## src/rtl/spi_pkg.sv

```systemverilog
// Shared definitions for the SPI slave: FSM encoding, default width and
// the mapping from raw SCK rise/fall strobes to sample/shift strobes.
package spi_pkg;

   localparam int unsigned DataWidthDefault = 8;

   typedef enum logic [2:0] {
      IDLE = 3'd0,
      RX   = 3'd1,
      ARM  = 3'd2,
      TX   = 3'd3,
      DONE = 3'd4
   } state_t;

   typedef struct packed {
      logic sample;
      logic shift;
   } edge_t;

   // Leading edge leaves the idle level; CPha picks which edge samples.
   function automatic edge_t edge_decode(input logic cpol, input logic cpha,
                                         input logic rise, input logic fall);
      edge_t e;
      logic  leading;
      logic  trailing;
      leading  = cpol ? fall : rise;
      trailing = cpol ? rise : fall;
      e.sample = cpha ? trailing : leading;
      e.shift  = cpha ? leading : trailing;
      return e;
   endfunction

endpackage

```

## src/rtl/spi_sync_edge.sv

```systemverilog
// Synchronizer chain for an asynchronous pin followed by a registered
// rise/fall detector; strobes appear Stages+1 cycles after the pin moves.
module spi_sync_edge #(
   parameter int unsigned Stages   = 2,
   parameter logic        ResetVal = 1'b0
) (
   input  logic clk,
   input  logic rst,
   input  logic din,
   output logic sync,
   output logic rise,
   output logic fall
);

   logic [Stages-1:0] chain;
   logic              prev;

   always_ff @(posedge clk) begin
      if (rst) begin
         chain <= {Stages{ResetVal}};
         prev  <= ResetVal;
         rise  <= 1'b0;
         fall  <= 1'b0;
      end else begin
         chain <= {chain[Stages-2:0], din};
         prev  <= chain[Stages-1];
         rise  <= chain[Stages-1] & ~prev;
         fall  <= ~chain[Stages-1] & prev;
      end
   end

   assign sync = chain[Stages-1];

endmodule

```

## src/rtl/spi_slave_cu.sv

```systemverilog
// SPI slave: receives a command byte on MOSI, then returns the buffered
// response byte on MISO within the same SS_n frame.
module spi_slave_cu
   import spi_pkg::*;
#(
   parameter int unsigned DataWidth  = DataWidthDefault,
   parameter int unsigned SyncStages = 2
) (
   input  logic                 Clk,
   input  logic                 Rst,
   input  logic                 CPol,
   input  logic                 CPha,
   input  logic                 SCK,
   input  logic                 SS_n,
   input  logic                 MOSI,
   output logic                 MISO,
   output logic                 MisoEn,
   input  logic [DataWidth-1:0] TxData,
   input  logic                 TxValid,
   output logic                 TxReady,
   output logic [DataWidth-1:0] RxData,
   output logic                 RxValid,
   output logic                 Busy,
   output logic                 Underrun,
   output logic                 Abort,
   output logic [2:0]           State
);

   localparam int unsigned     CntW    = $clog2(DataWidth + 1);
   localparam logic [CntW-1:0] LastBit = CntW'(DataWidth - 1);

   state_t                state;
   logic [CntW-1:0]       cnt;
   logic [DataWidth-2:0]  rx_sr;
   logic [DataWidth-1:0]  tx_sr;
   logic [DataWidth-1:0]  tx_buf;
   logic                  buf_full;
   logic                  cpol_l;
   logic                  cpha_l;
   logic                  sck_sync;
   logic                  sck_rise;
   logic                  sck_fall;
   logic                  ss_sync;
   logic                  ss_rise;
   logic                  ss_fall;
   logic [SyncStages-1:0] mosi_chain;
   logic                  mosi_sync;
   edge_t                 sck_edge;

   spi_sync_edge #(.Stages(SyncStages), .ResetVal(1'b0)) u_sck (
      .clk  (Clk),
      .rst  (Rst),
      .din  (SCK),
      .sync (sck_sync),
      .rise (sck_rise),
      .fall (sck_fall)
   );

   // SS_n resets high so leaving reset never looks like a select.
   spi_sync_edge #(.Stages(SyncStages), .ResetVal(1'b1)) u_ss (
      .clk  (Clk),
      .rst  (Rst),
      .din  (SS_n),
      .sync (ss_sync),
      .rise (ss_rise),
      .fall (ss_fall)
   );

   always_ff @(posedge Clk) begin
      if (Rst) mosi_chain <= '0;
      else     mosi_chain <= {mosi_chain[SyncStages-2:0], MOSI};
   end

   assign mosi_sync = mosi_chain[SyncStages-1];
   assign sck_edge  = edge_decode(cpol_l, cpha_l, sck_rise, sck_fall);
   assign TxReady   = ~buf_full;
   assign State     = state;

   always_ff @(posedge Clk) begin
      if (Rst) begin
         state    <= IDLE;
         cnt      <= '0;
         rx_sr    <= '0;
         tx_sr    <= '1;
         tx_buf   <= '0;
         buf_full <= 1'b0;
         cpol_l   <= 1'b0;
         cpha_l   <= 1'b0;
         MISO     <= 1'b1;
         MisoEn   <= 1'b0;
         RxData   <= '0;
         RxValid  <= 1'b0;
         Busy     <= 1'b0;
         Underrun <= 1'b0;
         Abort    <= 1'b0;
      end else begin
         RxValid  <= 1'b0;
         Underrun <= 1'b0;
         Abort    <= 1'b0;
         Busy     <= ~ss_sync;

         if (ss_rise && (state == RX || state == ARM || state == TX)) begin
            state  <= IDLE;
            cnt    <= '0;
            Abort  <= 1'b1;
            MISO   <= 1'b1;
            MisoEn <= 1'b0;
         end else begin
            unique case (state)
               IDLE: begin
                  if (ss_fall) begin
                     cpol_l <= CPol;
                     cpha_l <= CPha;
                     cnt    <= '0;
                     state  <= RX;
                  end
               end
               RX: begin
                  if (sck_edge.sample) begin
                     rx_sr <= {rx_sr[DataWidth-3:0], mosi_sync};
                     if (cnt == LastBit) begin
                        RxData  <= {rx_sr, mosi_sync};
                        RxValid <= 1'b1;
                        cnt     <= '0;
                        state   <= ARM;
                     end else begin
                        cnt <= cnt + CntW'(1);
                     end
                  end
               end
               ARM: begin
                  if (sck_sync == cpol_l) begin
                     state    <= TX;
                     cnt      <= '0;
                     MisoEn   <= 1'b1;
                     buf_full <= 1'b0;
                     if (buf_full) begin
                        tx_sr <= tx_buf;
                        MISO  <= tx_buf[DataWidth-1];
                     end else begin
                        tx_sr    <= '1;
                        MISO     <= 1'b1;
                        Underrun <= 1'b1;
                     end
                  end
               end
               TX: begin
                  if (sck_edge.sample) begin
                     if (cnt == LastBit) begin
                        cnt    <= '0;
                        state  <= DONE;
                        MISO   <= 1'b1;
                        MisoEn <= 1'b0;
                     end else begin
                        cnt <= cnt + CntW'(1);
                     end
                  // cnt==0 guard keeps the MSB through the first sample edge.
                  end else if (sck_edge.shift && cnt != '0) begin
                     tx_sr <= {tx_sr[DataWidth-2:0], 1'b1};
                     MISO  <= tx_sr[DataWidth-2];
                  end
               end
               DONE: begin
                  if (ss_rise) state <= IDLE;
               end
               default: state <= IDLE;
            endcase
         end

         if (TxValid && !buf_full) begin
            tx_buf   <= TxData;
            buf_full <= 1'b1;
         end
      end
   end

endmodule

```

## config.mk

```make
export PLATFORM = sky130hd
export DESIGN_NAME = spi_slave_cu
export DESIGN_NICKNAME = d
export VERILOG_FILES = /design/src/rtl/spi_pkg.sv /design/src/rtl/spi_sync_edge.sv /design/src/rtl/spi_slave_cu.sv
export SDC_FILE = /design/constraint.sdc
export NUM_CORES = 1
export LEC_CHECK = 0
export ABC_AREA = 1
export CAP_MARGIN = 20
export CORE_MARGIN = 4
export CORE_UTILIZATION = 40
export CTS_CLUSTER_DIAMETER = 40
export DETAILED_ROUTE_END_ITERATION = 10
export GPL_ROUTABILITY_DRIVEN = 0
export GPL_TIMING_DRIVEN = 0
export HOLD_SLACK_MARGIN = 0.05
export PLACE_DENSITY = 0.68
export SLEW_MARGIN = 20
export SYNTH_ARGS = -nofsm -noshare
export SYNTH_HDL_FRONTEND = slang
export SYNTH_HIERARCHICAL = 1
export SYNTH_SLANG_ARGS = --single-unit
```

## constraint.sdc

```tcl
create_clock -name Clk -period 1.6 [get_ports Clk]
set_input_delay 0.24 -clock Clk [delete_from_list [all_inputs] [get_ports Clk]]
set_output_delay 0.24 -clock Clk [all_outputs]
set_load 0.01 [all_outputs]
```

Word-level counts from Yosys, hierarchy flattened
Cells that the tools add are included.
{"block": "word_totals", "reg_bits": 58, "latchBits": 0, "mem_bits_rw": 0, "mem_bits_ro": 0, "output_inout_bits": 18, "elab_cells": 122, "n_memories": 0}
{"block": "op_classes", "addsub": 1, "multipliers": 0, "n_div": 0, "n_lt_le_gt_ge": 0, "n_eq_ne": 19, "n_shift": 0, "mux": 39, "bitwise": 14, "n_reduce_logical": 25}
{"cell": "2-to-1 mux 7 bit", "count": 4}
{"cell": "2-to-1 mux 3 bit", "count": 7}
{"cell": "2-to-1 mux 1 bit", "count": 19}
{"cell": "2-to-1 mux 4 bit", "count": 4}
{"cell": "inequality test 2 x 1 -> 1 bit, second input constant", "count": 8}
{"cell": "AND reduction 4 bit", "count": 4}
{"cell": "case mux 3 bit (5 select lines)", "count": 1}
{"cell": "case mux 7 bit (2 select lines)", "count": 1}
{"cell": "case mux 4 bit (3 select lines)", "count": 1}
{"cell": "inverter 1 bit", "count": 10}
{"cell": "AND reduction 3 bit", "count": 3}
{"cell": "OR reduction 4 bit", "count": 2}
{"cell": "AND reduction 7 bit", "count": 1}
{"cell": "equality test 3 x 2 -> 1 bit, second input constant", "count": 2}
{"cell": "inequality test 2 bit, second input constant", "count": 3}
{"cell": "inequality test 3 x 2 -> 1 bit, second input constant", "count": 2}
{"cell": "nonzero test 2 bit", "count": 3}
{"cell": "AND reduction 5 bit", "count": 1}
{"cell": "adder 4 x 1 -> 4 bit, second input constant", "count": 1}
{"cell": "bitwise AND 1 bit", "count": 4}
{"cell": "equality test 4 x 3 -> 1 bit, second input constant", "count": 1}
{"cell": "case mux 1 bit (2 select lines)", "count": 2}
{"cell": "nonzero test 4 bit", "count": 1}
{"cell": "OR reduction 2 bit", "count": 2}
{"cell": "8 further kinds", "count": 11}

Depth between registers and ports, before layout
Gate-level depths: netlist of run 1.
{"block": "logic_depth", "depth_word": 6, "ltp_mapped": 10}

By module
The synthesis of run 1 kept the hierarchy.
{"module": "spi_slave_cu", "instances": 1, "cells_each": 304, "area_each_um2": 2224.6, "seq_area_each_um2": 960.9}
{"module": "spi_sync_edge at u_sck", "instances": 1, "cells_each": 15, "area_each_um2": 140.1, "seq_area_each_um2": 100.1}
{"module": "spi_sync_edge at u_ss", "instances": 1, "cells_each": 14, "area_each_um2": 138.9, "seq_area_each_um2": 100.1}

Worst setup path after synthesis of run 1
Ideal clock, no wire load.
{"block": "synth_timing", "path_type": "reg2reg", "start": "register state[1] (netlist: State[1])", "end": "register tx_sr[0]", "setup_time_ns": 0.129, "arrival_time_ns": 1.281, "slack_ns": 0.190, "path_stages_with_launch": 8, "path_buffers": 0, "period_less_slack_ns": 1.410, "path_cell_list": "dfxtp_1 -> bufinv_8 -> nor2_8 -> inv_2 -> a21oi_4 -> nand2_4 -> nand2_1 -> nand3_1"}
{"block": "synth_via", "elab_chain_len": 6}
{"item": "from (decl)", "line_no": "spi_slave_cu.sv:32", "source": "state_t state;"}
{"item": "from (signal assigned)", "line_no": "spi_slave_cu.sv:81", "source": "state <= IDLE;"}
{"item": "from (signal assigned)", "line_no": "spi_slave_cu.sv:103", "source": "state <= IDLE;"}
{"item": "from (signal assigned)", "line_no": "spi_slave_cu.sv:115", "source": "state <= RX;"}
{"item": "equality test 3 x 1 -> 1 bit / equality test 3 x 2 -> 1 bit (equally long branches)", "line_no": "spi_slave_cu.sv:102, spi_slave_cu.sv:109"}
{"item": "logical OR 1 bit (2 in series)", "line_no": "spi_slave_cu.sv:102", "source": "if (ss_rise && (state == RX || state == ARM || state == TX)) begin"}
{"item": "logical AND 1 bit", "line_no": "spi_slave_cu.sv:102"}
{"item": "inverter 1 bit (no source line)"}
{"item": "AND reduction 5 bit (no source line)"}
{"item": "to (signal assigned)", "line_no": "spi_slave_cu.sv:138", "source": "tx_sr <= tx_buf;"}
{"item": "to (signal assigned)", "line_no": "spi_slave_cu.sv:159", "source": "tx_sr <= {tx_sr[DataWidth-2:0], 1'b1};"}
{"item": "to (decl)", "line_no": "spi_slave_cu.sv:35", "source": "logic [DataWidth-1:0] tx_sr;"}
Parallel ways exist; a longest one is shown, timed or not.
A chain may end at the register's enable or synchronous reset.

Final worst setup path of run 1
{"block": "layout_timing", "start": "register state[1] (netlist: State[1])", "end": "output port State[1]"}
{"item": "to (decl)", "line_no": "spi_slave_cu.sv:26", "source": "output logic [2:0] State"}
No word-level cell between the ends.

==> key figures, run 1 <==
Global routing
  – Largest net degree at the start of global routing: 11
  – Initial antenna violation count: 0
  – Vias in the first global route: 2,007
  – Grt total ovfl: 0
  – Global-route wire length before repair: 8880 um
  – All-Layer GR Usage: 15.2%

Cells and area
  – Share of cells above drive strength 1: 16.9%
  – Antenna diode count: 0
  – Post-route cell area: 3220 um2
  – # fillers: 575
  – Layout area overhead: 28.7%
  – Finished Layout Cells: 460
  – Final net count: 398

Critical path
  – Critical Path Stages: 1
  – Crit Path Class: reg -> out
  – CP startpoint kind: flip-flop
  – Critical Path RT: 1.36 ns
  – Reg2Reg Depth: 7
  – Crit Path Max Fanout: 4
  – Largest delay share family, worst path: buffers and inverters
  – Critical path launch point: State[1]
  – Critical path's slowest cell: clkdlybuf4s50_1
  – Delay of the slowest critical-path stage: 0.56 ns
  – CP Data Arrival Time: 1.30 ns
  – Worst flop-to-flop path startpoint: State[1]
  – CP Cell Sequence: clkdlybuf4s50_1
  – Critical Path End Type: primary output
  – CP bufs+invs: 1

Floorplan
  – Die Ht: 87.1 um
  – Row cnt: 28
  – Die X: 87.1 um
  – Number of I/O pins: 34
  – Die area: 7590 um2
  – Starting Density: 41.8%
  – Area of the core: 5990 um2

Timing
  – Setup tns final: 0 ns
  – Final period util: 96.2%
  – Final Slew Violations: 0
  – Fmax: 650 MHz
  – Clock skew: 0.00719 ns
  – Setup violators final: 0
  – Final Hold Viols: 0
  – Actual slew at the worst max-slew pin: 0.350 ns
  – Min Tclk post-route: 1.54 ns
  – Slew HR: 76.5%

Run status
  – Outcome: finished clean

Clock network
  – H-tree Lvls: 3
  – Clock latency on the worst-skew pair: 0.33 ns
  – Cts-stage hold buffer count: 0
  – Root Driver: clkbuf_8
  – Total CTS buffers: 9
  – Clock Path Buffers: 2
  – CTS tree: built
  – Worst-path clk slew: 0.07 ns
  – Clock Sinks: 58

Flow run
  – Max Cap Viol: 0

Drt
  – Drt first pass iters: 4
  – Drc violations: 0
  – Via Count: 2,200
  – DRT iter0 DRCs: 91
  – Final WL: 5280 um
  – DRT antenna net count: 0
  – Avg WL per Cell: 11.5 um
  – Via/cell ratio: 4.78

Hold path
  – Hold depth: 2
  – Hold Crit Class: in -> reg
  – Worst hold start: Rst

Place
  – IO buf count: 33
  – DP Cell Count: 441
  – Area after DPL: 2930 um2
  – Dpl hpwl: 3730 um

Pwr
  – Final total power: 3.79 mW
  – Power per cell area: 1180 nW/um2
  – Peak VDD IR: 0.000639 V
  – Lkg Pwr: 1.40 nW

Yosys
  – Synth async-reset ratio: 0%
  – EDFF count, synth: 0
  – Leading register cell type out of synthesis: dfxtp_1
  – Syn_nets: 351
  – Mean post-synth cell area: 7.52 um2
  – Netlist Area Pre-Place: 2500 um2
  – Seq cells post-synth: 58
  – Seq/Total Area, Yosys: 46.4%
  – YS warnings: 6
  – Syn Inst Count: 333
  – Yosys cell types: 33
-- repair_timing --
item                                    in CTS  in global routing
endpoints found under the setup margin      26                 24
endpoints found under the hold margin        0                  0
pin swaps                                    0                  1
gates resized for setup                      6                  9
buffers inserted                             0                  3
-- metrics by stage --
| step | hold slack, ns | worst slack [ns] | utilization (%) |
|---|---|---|---|
| 4_1_cts | 0.398 | 0.0340 | 52.9 |
| 3_3_place_gp | 0.387 | -0.449 | 48.9 |
| 5_1_grt | 0.294 | -0.00455 | 53.8 |
| 6_report | 0.261 | 0.0616 | 53.8 |
| 2_1_floorplan | 0.311 | 0.190 | - |
| 3_5_place_dp | 0.392 | -0.460 | 48.9 |
-- power by group --
group / switching (mW) / total, mW / internal [mW]
combinational: 0.337 / 0.592 / 0.255
sequential: 0.0689 / 1.61 / 1.55
clock: 0.580 / 1.58 / 1.00
-- layer usage --
| layer | wire length (um) | share of wire [%] | vias up | track usage (%) |
|---|---|---|---|---|
| li1 | - | - | 1172 | - |
| met1 | 2540 | 48 | 977 | 19.3 |
| met2 | 2400 | 45 | 39 | 22.3 |
| met3 | 185 | 3.5 | 12 | 4.45 |
| met4 | 157 | 3.0 | 0 | 9.76 |
| met5 | 0 | 0 | - | 0 |
-- cells by family (layout without fill, tap and decap cells) --
logic type	after synthesis	in the layout	share of synthesized area (%)
AO/OA/AOI/OAI	45	45	10.1
AND/OR/NAND/NOR	188	188	35.1
flip-flops	58	58	46.4
buffers and inverters	40	92	7.40
adder cells (fa/ha/maj)	2	2	0.999
-- worst paths after layout --
kind / end / slack [ns]
worst max-delay path: State[1] / 0.06
worst min register to register: mosi_chain[1] / 0.40
worst max register to register: tx_sr[4] / 0.12
worst min-delay path: u_sck/chain[0] / 0.26
-- cells in the mapped netlist, types with 3 or more instances --
master	n	area share, %
nand3_1	31	6.2
inv_2	5	0.75
nand3_2	3	1.2
dfxtp_1	58	46
o21ai_0	27	5.4
o21ai_2	4	1.4
a21oi_1	8	1.6
nor3_1	3	0.60
nand2_4	5	2.2
nor2_1	65	9.7
nor2_2	6	1.5
nand2_1	63	9.4
inv_1	27	4.0
o21ai_1	3	0.60
-- layout make-up --
type | instances | area (um2) | share of cell area, %
tap | 75 | 93.8 | 2.91
timing repair buffer | 36 | 354 | 11.0
clock buffer | 12 | 165 | 5.12
buffer | 6 | 43.8 | 1.36
sequential | 58 | 1160 | 36.1
clock inverter | 4 | 72.6 | 2.25
multi-input combinational | 235 | 1180 | 36.6
inverter | 34 | 150 | 4.66
-- registers in the layout, indices dropped and copies added (netlist names), 2 cells and up --
register     count
tx_buf           8
u_ss/chain       2
State            3
cnt              4
mosi_chain       2
RxData           8
tx_sr            7
rx_sr            7
u_sck/chain      2
-- cells in the final DEF, fill, tap and decap left out, types with 3 or more instances in the layout --
cell             Yosys  layout
inv_1               27      26
nand2_4              5       6
o21ai_1              3       3
dfxtp_2              0       3
buf_4                1       4
dfxtp_1             58      55
nand3_2              3       4
nor2_1              65      65
o21ai_0             27      27
nor3_1               3       3
o21ai_2              4       4
nand2_1             63      61
inv_2                5       5
nand3_1             31      30
clkbuf_8             0      12
nor2_2               6       6
a21oi_1              8       8
clkdlybuf4s50_1      0      31
(Power assumes the default switching activity.)
==> run 2: changes to the inputs <==
- SYNTH_HIERARCHICAL: 1 -> default
==> run 2 against run 1 <==
  * Register-to-register slack better by 0.02 ns
  * Core utilization up 0.42 points
  * Via count is 2.9% higher
  * Clock skew down 0.0024 ns
  * Worst hold slack better by 0.027 ns
  * Sequential share of layout area up 0.12 points
  * Synthesized cell count grew 3.0%
  * Clock power about the same
  * Non-clock buffer count grew 6
  * Synthesized area down 1.5%
  * Power is 16% higher
  * Clock-buffer cell count is the same
==> key figures, run 2 <==
Yosys
  – Leading register cell type out of synthesis: dfxtp_1
  – Largest family of logic cells by synthesized area: simple AND/OR/NAND/NOR gates
  – Syn Inst Count: 343
  – Share of the synthesized area in the top cell type: 47.1%
  – Synth Area in XOR/XNOR: 0%
  – Synth async-reset ratio: 0%
  – Yosys cell types: 26
  – Synth Area in Adders: 1.01%
  – YS warnings: 0
  – Netlist Area Pre-Place: 2470 um2
  – Synth area leaders: dfxtp_1 47%, nand2_1 10%, nor2_1 8.8%
  – Synth area leader: dfxtp_1
  – Post-synthesis compound-gate area fraction: 9.34%
  – Mean post-synth cell area: 7.19 um2
  – Syn_nets: 361
  – Synth cell count leaders: 68 x nand2_1, 58 x dfxtp_1, 58 x nor2_1
  – Seq/Total Area, Yosys: 47.1%
  – Simple-gate share of the synthesized area: 34.9%
  – Post-synthesis mux area share: 0%
  – EDFF count, synth: 0
  – Most common cell in the netlist: nand2_1
  – Seq cells post-synth: 58

Critical path
  – CP bufs+invs: 1
  – Crit Path Class: reg -> out
  – Critical Path Stages: 1
  – Reg2reg end: tx_sr[4]
  – Reg2Reg Depth: 9
  – CP Cell Sequence: clkdlybuf4s50_1
  – Critical path launch point: State[1]
  – Worst flop-to-flop path startpoint: cpol_l
  – Critical path's slowest cell: clkdlybuf4s50_1
  – Reg-to-reg slack, setup: 0.14 ns
  – Critical Path RT: 1.36 ns
  – CP startpoint kind: flip-flop
  – Crit Path Max Fanout: 5
  – CP Data Arrival Time: 1.30 ns
  – Critical Path End Type: primary output
  – Largest delay share family, worst path: buffers and inverters
  – Delay of the slowest critical-path stage: 0.56 ns
  – CP endpoint: State[1]

Clock network
  – Clock Path Buffers: 2
  – CTS tree: built
  – Clock latency on the worst-skew pair: 0.33 ns
  – Clock Sinks: 58
  – Total CTS buffers: 9
  – Worst-path clk slew: 0.07 ns
  – H-tree Lvls: 3
  – Root Driver: clkbuf_8

Pwr
  – Comb pwr share: 24.6%
  – Pint: 3.02 mW
  – NetSw: 1.36 mW
  – Switching Share: 31.0%
  – Lkg Pwr: 1.35 nW
  – Peak VDD IR: 0.000783 V
  – Power per cell area: 1360 nW/um2
  – Sequential Power Share: 40.0%
  – Clock power frac: 35.4%

Drt
  – Via Count: 2,264
  – Drt first pass iters: 4
  – DRT iter0 DRCs: 204
  – Final WL: 5530 um
  – Via/cell ratio: 4.79
  – Avg WL per Cell: 11.7 um
  – Drc violations: 0
  – DRT antenna net count: 0

Cells and area
  – # fillers: 580
  – Final net count: 411
  – Sequential cell area: 1170 um2
  – Top Registers: RxData: 8 flops, tx_buf: 8 flops
  – Most common cell after layout, fill and taps aside: nand2_1
  – Area of the multi-input gates: 1160 um2
  – Final core utilization: 54.2%
  – Layout area overhead: 30.9%
  – Share of cells above drive strength 1: 14.3%
  – Commonest non-fill, non-tap cells in the layout: 67 x nand2_1, 55 x nor2_1, 52 x dfxtp_1
  – Finished Layout Cells: 473
  – Antenna diode count: 0

Timing
  – Actual slew at the worst max-slew pin: 0.505 ns
  – Slew HR: 66.3%
  – Setup violators final: 0
  – Fmax: 651 MHz
  – Final Hold Viols: 0
  – Clock skew: 0.00476 ns
  – Final Slew Violations: 0
  – Final period util: 96.0%
  – Min Tclk post-route: 1.54 ns

Floorplan
  – Die area: 7490 um2
  – Starting Density: 41.4%
  – Die Ht: 86.5 um
  – Die X: 86.5 um
  – Number of I/O pins: 34
  – Area of the core: 5960 um2
  – Row cnt: 28

Place
  – Dpl hpwl: 3860 um
  – DP Cell Count: 450
  – IO buf count: 32

Global routing
  – Grt total ovfl: 0
  – Initial antenna violation count: 0
  – Vias in the first global route: 2,184
  – Global-route wire length before repair: 9640 um
  – All-Layer GR Usage: 16.2%
  – Largest net degree at the start of global routing: 11

Run status
  – Outcome: finished clean

Flow run
  – Max Cap Viol: 0

Hold path
  – Hold Crit Class: in -> reg
[run 2: changes by cell type after synthesis, moves of 4 or more]
cell / before / now
inv_1: 27 / 38
inv_2: 5 / 1
nor2_1: 65 / 58
a21oi_1: 8 / 16
nand3_1: 31 / 42
clkbuf_1: 2 / 6
o21ai_2: 4 / 0
nand2_1: 63 / 68
[run 2: cells by family after synthesis]
family / Yosys count
AOI/OAI and AO/OA: 45
adders and majority gates: 2
buffers and inverters: 49
DFF: 58
and+or+nand+nor: 189
[run 2: area by class of cell]
type / instances / area share (%)
inverter: 40 / 4.69
multi-input combinational: 236 / 36.0
buffer: 9 / 1.47
tap: 75 / 2.91
clock buffer: 12 / 4.80
sequential: 58 / 36.3
clock inverter: 4 / 2.29
timing repair buffer: 39 / 11.6
[run 2: power groups by stage]
stage          logic [mW]  clock network, mW  registers, mW
2_1_floorplan       0.703                  0           1.76
3_3_place_gp        0.974                  0           1.77
3_5_place_dp         1.00                  0           1.77
4_1_cts              1.03               1.57           1.75
5_1_grt              1.22               1.65           1.78
6_report             1.08               1.55           1.75
[run 2: metal layers]
layer / wire length [um] / GRT usage [%] / share of wire (%) / vias up
met4: 71 / 7.22 / 1.3 / 0
met5: 0 / 0 / 0 / -
met2: 2630 / 26.2 / 48 / 41
met3: 202 / 4.18 / 3.7 / 6
met1: 2630 / 20.2 / 48 / 1025
li1: - / - / - / 1192
[run 2: what timing repair did]
action,in CTS,in global routing
setup buffers,3,4
pin swaps,2,1
hold buffers,0,0
gates resized for setup,5,20
cloned,0,0
endpoints found under the setup margin,19,26
[run 2: through the flow]
stage          hold WS [ns]  cell area, um2  setup WS (ns)  total power, mW   TNS, ns
2_1_floorplan         0.344            2470          0.208             2.46         0
3_3_place_gp          0.390            2880       -0.00834             2.74   -0.0132
3_5_place_dp          0.393            2880        -0.0497             2.77   -0.0844
4_1_cts               0.294            3140       0.000427             4.34         0
5_1_grt               0.349            3230       -0.00467             4.65  -0.00467
6_report              0.288            3230         0.0639             4.38         0
[run 2: how the worst min path moves through the flow]
stage | startpoint | to | slack [ns] | depth (start not counted)
after floorplan | SS_n | u_ss.chain[0] | 0.34 | 1
after global placement | u_sck.chain[0] | u_sck.chain[1] | 0.39 | 2
after detailed placement | u_ss.chain[0] | u_ss.chain[1] | 0.39 | 1
after CTS | Rst | Busy | 0.29 | 2
after global routing | Rst | Busy | 0.35 | 2
final | Rst | Busy | 0.29 | 2
==> run 3: changes to the inputs <==
- CORE_UTILIZATION: 40 -> 54
- PLACE_DENSITY: 0.68 -> 0.86
==> run 3 against run 2 <==
  * Clock skew rose by 0.0078 ns
  * Final cell count down 5.9%
  * Sequential cell count did not move
  * Routed wire length barely moved
  * Worst hold slack better by 0.020 ns
  * Worst setup slack lost 0.039 ns
  * First-iteration DRC count fell by 5.9%
  * Fmax down 2.5%
  * Sequential power hardly changed
  * Power shrank 2.7%
==> key figures, run 3 (same netlist as run 2, synthesis figures left out) <==
Global routing
  – Initial antenna violation count: 0
  – Grt total ovfl: 0
  – Vias in the first global route: 2,016
  – All-Layer GR Usage: 20.7%
  – Global-route wire length before repair: 8890 um
  – Largest net degree at the start of global routing: 11

Timing
  – Setup violators final: 0
  – Slew HR: 67.2%
  – Min Tclk post-route: 1.58 ns
  – Clock skew: 0.0125 ns
  – Final Hold Viols: 0
  – Actual slew at the worst max-slew pin: 0.492 ns
  – Final Slew Violations: 0
  – Final setup margin: 0.0247 ns
  – Fmax: 635 MHz
  – Final period util: 98.5%

Flow run
  – Max Cap Viol: 0

Critical path
  – Critical Path End Type: primary output
  – Critical Path RT: 1.36 ns
  – CP startpoint kind: flip-flop
  – Delay of the slowest critical-path stage: 0.57 ns
  – CP bufs+invs: 1
  – CP Data Arrival Time: 1.34 ns
  – Largest delay share family, worst path: buffers and inverters
  – Crit Path Class: reg -> out
  – Critical path's slowest cell: clkdlybuf4s50_1
  – Crit Path Max Fanout: 8
  – CP Cell Sequence: clkdlybuf4s50_1

Floorplan
  – Row cnt: 24
  – Die X: 75.6 um
  – Starting Density: 56.2%
  – Area of the core: 4380 um2
  – Number of I/O pins: 34
  – Die Ht: 75.6 um
  – Die area: 5710 um2

Clock network
  – Clock Path Buffers: 2
  – Worst-path clk slew: 0.07 ns
  – CTS tree: built
  – Clock Sinks: 58
  – Total CTS buffers: 9
  – Cts-stage hold buffer count: 0
  – Root Driver: clkbuf_8
  – H-tree Lvls: 3
  – Clock latency on the worst-skew pair: 0.34 ns

Cells and area
  – Final net count: 406
  – Commonest non-fill, non-tap cells in the layout: 67 x nand2_1, 55 x nor2_1, 54 x dfxtp_1
  – Layout area overhead: 26.9%
  – Most common cell after layout, fill and taps aside: nand2_1
  – Post-route cell area: 3130 um2
  – Top Registers: RxData: 8 flops, tx_buf: 8 flops
  – Share of cells above drive strength 1: 12.0%
  – Antenna diode count: 0
  – Finished Layout Cells: 445

Hold path
  – Hold Crit Class: in -> reg

Place
  – Dpl hpwl: 3660 um
  – DP Cell Count: 427
  – IO buf count: 32
  – Place WS: -0.00544 ns
  – Area after DPL: 2850 um2

Drt
  – Drt first pass iters: 5
  – Via/cell ratio: 5.23
  – DRT antenna net count: 0
  – Drc violations: 0
  – Avg WL per Cell: 12.4 um
  – DRT iter0 DRCs: 192
  – Final WL: 5520 um
  – Via Count: 2,328

Pwr
  – Peak VDD IR: 0.000861 V
  – Power per cell area: 1360 nW/um2
  – Lkg Pwr: 1.32 nW
  – Final total power: 4.26 mW

Run status
  – Outcome: finished clean
run 3: cell count changes in the layout (fill, tap and decap cells not counted), moves of 2 or more:
cell / before / now
clkbuf_8: 11 / 13
dfxtp_1: 52 / 54
buf_4: 7 / 3
clkbuf_1: 6 / 8
run 3: through the flow:
stage / utilization, % / setup TNS, ns / hold WS (ns)
finish: 71.4 / 0 / 0.308
global placement: 65.0 / 0 / 0.389
CTS: 70.4 / 0 / 0.302
floorplan: - / 0 / 0.344
detailed placement: 65.0 / -0.00544 / 0.395
global route: 71.4 / -0.225 / 0.352
run 3: area by class of cell:
type	instances	area (um2)
clock inverters	1	30.0
multi-input cells	236	1150
well taps	52	65.1
plain buffers	9	40.0
repair buffers	34	338
inverters	40	151
clock buffers	15	186
fillers	346	1250
flip-flops and latches	58	1170
run 3: power by group:
group	total (mW)	switching (mW)	internal (mW)
Sequential	1.75	0.133	1.62
Clock	1.45	0.563	0.892
Combinational	1.05	0.635	0.420
run 3: path summary, 6_finish.rpt:
path / startpoint / to / slack [ns] / cells after the start
min reg2reg: u_sck.chain[0] / u_sck.chain[1] / 0.41 / 2
max: State[2] / State[2] / 0.02 / 1
max reg2reg: State[2] / tx_sr[5] / 0.05 / 7
min: Rst / Busy / 0.31 / 2
run 3: timing repair:
| action | in CTS | in global routing |
|---|---|---|
| buffers inserted | 0 | 2 |
| gates cloned | 0 | 0 |
| setup endpoints to repair | 8 | 27 |
| gates resized for setup | 6 | 10 |
| pin swaps | 0 | 2 |
run 3: layer usage:
| metal | track usage, % | share of wire (%) | vias to the layer above |
|---|---|---|---|
| li1 | - | - | 1188 |
| met1 | 25.9 | 43 | 1062 |
| met2 | 33.8 | 51 | 67 |
| met3 | 4.49 | 4.9 | 11 |
| met4 | 9.90 | 1.6 | 0 |
| met5 | 0 | 0 | - |
